## src/rtl/fetch_pkg.sv

```systemverilog
// Shared types and next-PC select encodings for the instruction-fetch controller.
package fetch_pkg;

  typedef enum logic [1:0] {
    RUN    = 2'b00,
    SQUASH = 2'b01,
    STALL  = 2'b10,
    HALT   = 2'b11
  } fetch_state_t;

  localparam logic [1:0] PCSEL_SEQ  = 2'b00;
  localparam logic [1:0] PCSEL_REL  = 2'b01;
  localparam logic [1:0] PCSEL_REG  = 2'b10;
  localparam logic [1:0] PCSEL_ZERO = 2'b11;

endpackage

```

## src/rtl/satCounter.sv

```systemverilog
// Event counter that sticks at all-ones instead of wrapping.
module satCounter #(
  parameter int unsigned WIDTH = 16
) (
  input  logic             clk,
  input  logic             reset,
  input  logic             inc,
  output logic [WIDTH-1:0] count
);

  logic [WIDTH-1:0] count_q, count_d;

  always_comb begin
    count_d = count_q;
    if (inc && !(&count_q)) begin
      count_d = count_q + 1'b1;
    end
  end

  always_ff @(posedge clk or negedge reset) begin
    if (!reset) begin
      count_q <= '0;
    end else begin
      count_q <= count_d;
    end
  end

  assign count = count_q;

endmodule

```

## src/rtl/fetch_controller.sv

```systemverilog
// Next-PC source selection, stall/flush control and halt sequencing for the fetch stage.
module fetch_controller
  import fetch_pkg::*;
#(
  parameter int unsigned CNT_W = 16
) (
  input  logic             clk,
  input  logic             reset,
  input  logic             stall,
  input  logic             condBranch,
  input  logic             condTrue,
  input  logic             uncondBranch,
  input  logic             regBranch,
  input  logic             halt,
  input  logic             restart,
  output logic [1:0]       brTaken,
  output logic             uncondBr,
  output logic             pcEnable,
  output logic             ifidWrite,
  output logic             ifidFlush,
  output logic             halted,
  output logic [CNT_W-1:0] takenCount,
  output logic [CNT_W-1:0] stallCount
);

  fetch_state_t state_q, state_d;
  logic         taken_inc, stall_inc;
  logic         redirect;

  assign redirect = regBranch | uncondBranch | (condBranch & condTrue);

  always_comb begin
    brTaken   = PCSEL_SEQ;
    uncondBr  = 1'b0;
    pcEnable  = 1'b1;
    ifidWrite = 1'b1;
    ifidFlush = 1'b0;
    taken_inc = 1'b0;
    stall_inc = 1'b0;
    state_d   = state_q;

    if (restart) begin
      brTaken   = PCSEL_ZERO;
      ifidFlush = 1'b1;
      state_d   = SQUASH;
    end else begin
      unique case (state_q)
        HALT: begin
          pcEnable  = 1'b0;
          ifidWrite = 1'b0;
        end
        // Decode slot is a bubble: its decode inputs are stale and ignored.
        SQUASH: state_d = RUN;
        RUN, STALL: begin
          if (halt) begin
            pcEnable  = 1'b0;
            ifidFlush = 1'b1;
            state_d   = HALT;
          end else if (stall) begin
            pcEnable  = 1'b0;
            ifidWrite = 1'b0;
            stall_inc = 1'b1;
            state_d   = STALL;
          end else if (redirect) begin
            brTaken   = regBranch ? PCSEL_REG : PCSEL_REL;
            uncondBr  = ~regBranch & uncondBranch;
            ifidFlush = 1'b1;
            taken_inc = 1'b1;
            state_d   = SQUASH;
          end else begin
            state_d = RUN;
          end
        end
        default: state_d = RUN;
      endcase
    end
  end

  always_ff @(posedge clk or negedge reset) begin
    if (!reset) begin
      state_q <= RUN;
    end else begin
      state_q <= state_d;
    end
  end

  assign halted = (state_q == HALT);

  satCounter #(.WIDTH(CNT_W)) u_taken_cnt (
    .clk   (clk),
    .reset (reset),
    .inc   (taken_inc),
    .count (takenCount)
  );

  satCounter #(.WIDTH(CNT_W)) u_stall_cnt (
    .clk   (clk),
    .reset (reset),
    .inc   (stall_inc),
    .count (stallCount)
  );

endmodule

```

## config.mk

```make
export PLATFORM = sky130hd
export DESIGN_NAME = fetch_controller
export DESIGN_NICKNAME = d
export VERILOG_FILES = /design/src/rtl/fetch_pkg.sv /design/src/rtl/satCounter.sv /design/src/rtl/fetch_controller.sv
export SDC_FILE = /design/constraint.sdc
export NUM_CORES = 1
export LEC_CHECK = 0
export ABC_AREA = 1
export CAP_MARGIN = 20
export CORE_ASPECT_RATIO = 0.6
export CORE_MARGIN = 3
export CORE_UTILIZATION = 35
export CTS_BUF_LIST = sky130_fd_sc_hd__clkbuf_2 sky130_fd_sc_hd__clkbuf_4 sky130_fd_sc_hd__clkbuf_8
export CTS_CLUSTER_DIAMETER = 150
export DETAILED_ROUTE_END_ITERATION = 7
export REMOVE_ABC_BUFFERS = 1
export SYNTH_ARGS = -nofsm -noshare
export SYNTH_HDL_FRONTEND = slang
export SYNTH_SLANG_ARGS = --single-unit
```

## constraint.sdc

```tcl
create_clock -name clk -period 1.4 [get_ports clk]
set_input_delay 0.42 -clock clk [delete_from_list [all_inputs] [get_ports clk]]
set_output_delay 0.42 -clock clk [all_outputs]
set_load 0.05 [all_outputs]
```

==> reports/qor.yml <==
final_cell_mix: "nand2_1 (115), buf_4 (71), buf_12 (42), buf_6 (38), dfrtp_1 (32)"
failed_checks: "negative setup slack"
total_power_mw: 4.878
detail_route.wirelength_um: 8225
ys_seq_elements: 34
synth_edf_count: 0
hold_path_class: "input pin to async pin"
post_synth_instance_area_sq_um: 2162
hold_viol: 0
timing.reg2reg.setup_slack_ns: -0.18
detail_route.drc_violations: 0
synth-seq-area-share: 0.3935
timing.critical_path.from_type: "flip-flop"
source_of_the_worst_register_to_register_timing_path: "state_q[0]"
critical_path.slowest_cell: "dfrtp_1"
insertedDiodeCount: 0
p_per_area_nw_per_um2: 1088
final-instance-count-excl-fill: 564
critical_path_required_ns: 0.98
path_buf_inv: 4
cts_buffer_depth: 2
cts_hold_repair.buffers: 0
crit_path_largest_cell_delay_ns: 0.39
result_of_the_run: "complete, but fails checks"
placed_wire_length_estimate_after_detailed_placement_um: 5009
design.core.area_sq_um: 5781
boundaryPins: 48
route.vias.total: 2705
share_of_final_layout_standard_cells_stronger_than_drive_strength_1: 0.4855
ys_flop_type: "dfrtp_1"
final.period_utilization: 1.277
route.antenna.remaining_nets: 0
cp.arrival_ns: 1.37
cts_root_buffer: "clkbuf_8"
synth_cell_type_count: 24
placed_cells: 507
port_buffers: 47
critPathMaxFanout: 3
yosysWarningCount: 0
htreeDepth: 2
slew_worst_pin_ns: 0.3602
finalClockSkew_ns: 0.007316
clkSlewWorstSetupHoldPaths_ns: 0.07
worstReg2RegEnd: "u_taken_cnt.count[2]"
detailedRoute.firstPassIterationCount: 4
power.ir.vdd_worst_uv: 1312
start_util: 0.3740
grt_overflow_total: 0
timing.setup.critical_path_class: "flip-flop to output port"
gp_congestion: 0.8432
num-nets-final: 494
synthCells: 318
synthToLayoutAreaGrowth_pct: 107.4
setup_slack_ns: -0.3882
globalRouteTotalUtil: 0.2246
layout.cells.most_common: "nand2_1"
routed_via_density: 4.796
synth-async-reset-ratio: 1.000
setup-violations-final: 46
slew-limit-headroom: 0.7590
layout.filler_cells: 383
grt_start_max_net_pins: 35
critical_path.endpoint_type: "output port"
grt_pass1_vias: 2548
clock_sinks: 34
fmaxAchievable_ghz: 0.5592
cts_inserted_buffers: 5
global_route_wire_length_before_repair_um: 12510
final.min_clock_period_ns: 1.788
p_leak_nw: 2.184
reg2reg_depth: 10
final_total_negative_setup_slack_ns: -5.553
cts_tree: "built"
antenna_violations_before_repair: 0
drv.max_cap_violation_count: 0
routed_wire_length_per_instance_um: 14.58
cp_common_cell: "inv_2"
clk_latency_ns: 0.29
chain_of_cells_forming_the_critical_path: "inv_2 > nand2_2 > nor2_4 > inv_2 > o21ai_0 > buf_4 > buf_12"
first_iter_violations: 162
unrepaired_setup_endpoints_after_global_routing: "yes"
hold_ws_ns: 0.5063
floorplan.die.width_um: 107.5
critical_path.top_delay_family: "flip-flops"
syn-mean-instance-area_sq_um: 6.799
final-max-slew-violation-count: 0
die_area_sq_um: 7187
num_rows: 21
die-height_um: 66.88
==> state kept, by name, indices dropped and copies added, names as in the netlist <==
signal,flops
u_taken_cnt.count,16
u_stall_cnt.count,16
state_q,2
==> metal layers <==
layer  track usage  up-vias  wire length (um)
met2        0.3692       92              3841
met1        0.3129     1278              3811
met3       0.03195       14               448
met5             0        -                 0
met4       0.05512        0               123
li1              -     1321                 -
==> through the flow <==
step | instance area [sq um] | setup WS [ns] | util
4_1_cts | 4220 | -0.4989 | 0.7301
5_1_grt | 4484 | -0.4791 | 0.7758
3_5_place_dp | 3598 | -0.6577 | 0.6225
2_1_floorplan | 2117 | -1.185 | -
6_report | 4484 | -0.3882 | 0.7758
3_3_place_gp | 3598 | -0.6556 | 0.6225
==> area by class of cell <==
class,instances,area [sq um],share of cell area
tap,80,100.1,0.02232
multi-input combinational,245,1358,0.3027
inverter,35,137.6,0.03069
clock inverter,1,5.005,0.001116
sequential,34,853.3,0.1903
clock buffer,7,90.09,0.02009
timing repair buffer,162,1941,0.4328
==> Yosys cell counts, drive strengths merged (2+ instances only) <==
master  number  area, sq um
xnor2        7        61.31
inv         34        127.6
ha           2        25.02
nor3         2        21.27
buf          4        45.04
dfrtp       34        850.8
nand3       19        100.1
nand2      141        536.8
nand4        9        56.30
o21ai       19        106.4
xor2         5        43.79
nor2        38        165.2
==> power breakdown <==
part | internal [mW] | switching, mW | leakage, nW
Sequential | 1.14 | 0.168 | 0.443
Combinational | 1.39 | 1.39 | 1.69
Clock | 0.417 | 0.378 | 0.0517
==> worst register-to-register path, cell delays in order (launching register included) <==
cell and delay (ns):
dfrtp_1 0.39, inv_2 0.07, nand2_2 0.06, nor2_4 0.11, buf_4 0.15, nand3_4 0.07
nor2_4 0.26, buf_6 0.15, buf_12 0.12, nand2_4 0.05, o21ai_2 0.06
==> logic make-up (layout without fill, tap and decap cells) <==
| kind of cell | Yosys count | count (layout) | synth area share |
|---|---|---|---|
| AO/OA/AOI/OAI | 21 | 21 | 0.05498 |
| AND/OR/NAND/NOR | 210 | 210 | 0.4097 |
| flip-flops | 34 | 34 | 0.3935 |
| adder cells (fa/ha/maj) | 2 | 2 | 0.01157 |
| buffers and inverters | 39 | 205 | 0.08159 |
| XOR/XNOR | 12 | 12 | 0.04861 |
==> how the worst max path moves through the flow <==
stage / startpoint / to / slack (ns) / cells past startpoint
global placement: halt / uncondBr / -0.66 / 8
floorplan: state_q[0] / uncondBr / -1.18 / 5
global route: state_q[0] / uncondBr / -0.48 / 7
detailed placement: halt / uncondBr / -0.66 / 8
CTS: state_q[0] / uncondBr / -0.50 / 7
finish: state_q[0] / brTaken[1] / -0.39 / 7
==> timing repair <==
action	CTS	global route
gates resized for setup	98	40
cloned	3	0
buffers inserted	25	24
pin swaps	25	9
setup endpoints to repair	62	70
hold endpoints to repair	0	0
Note: power is estimated with default switching activity, not from simulation.
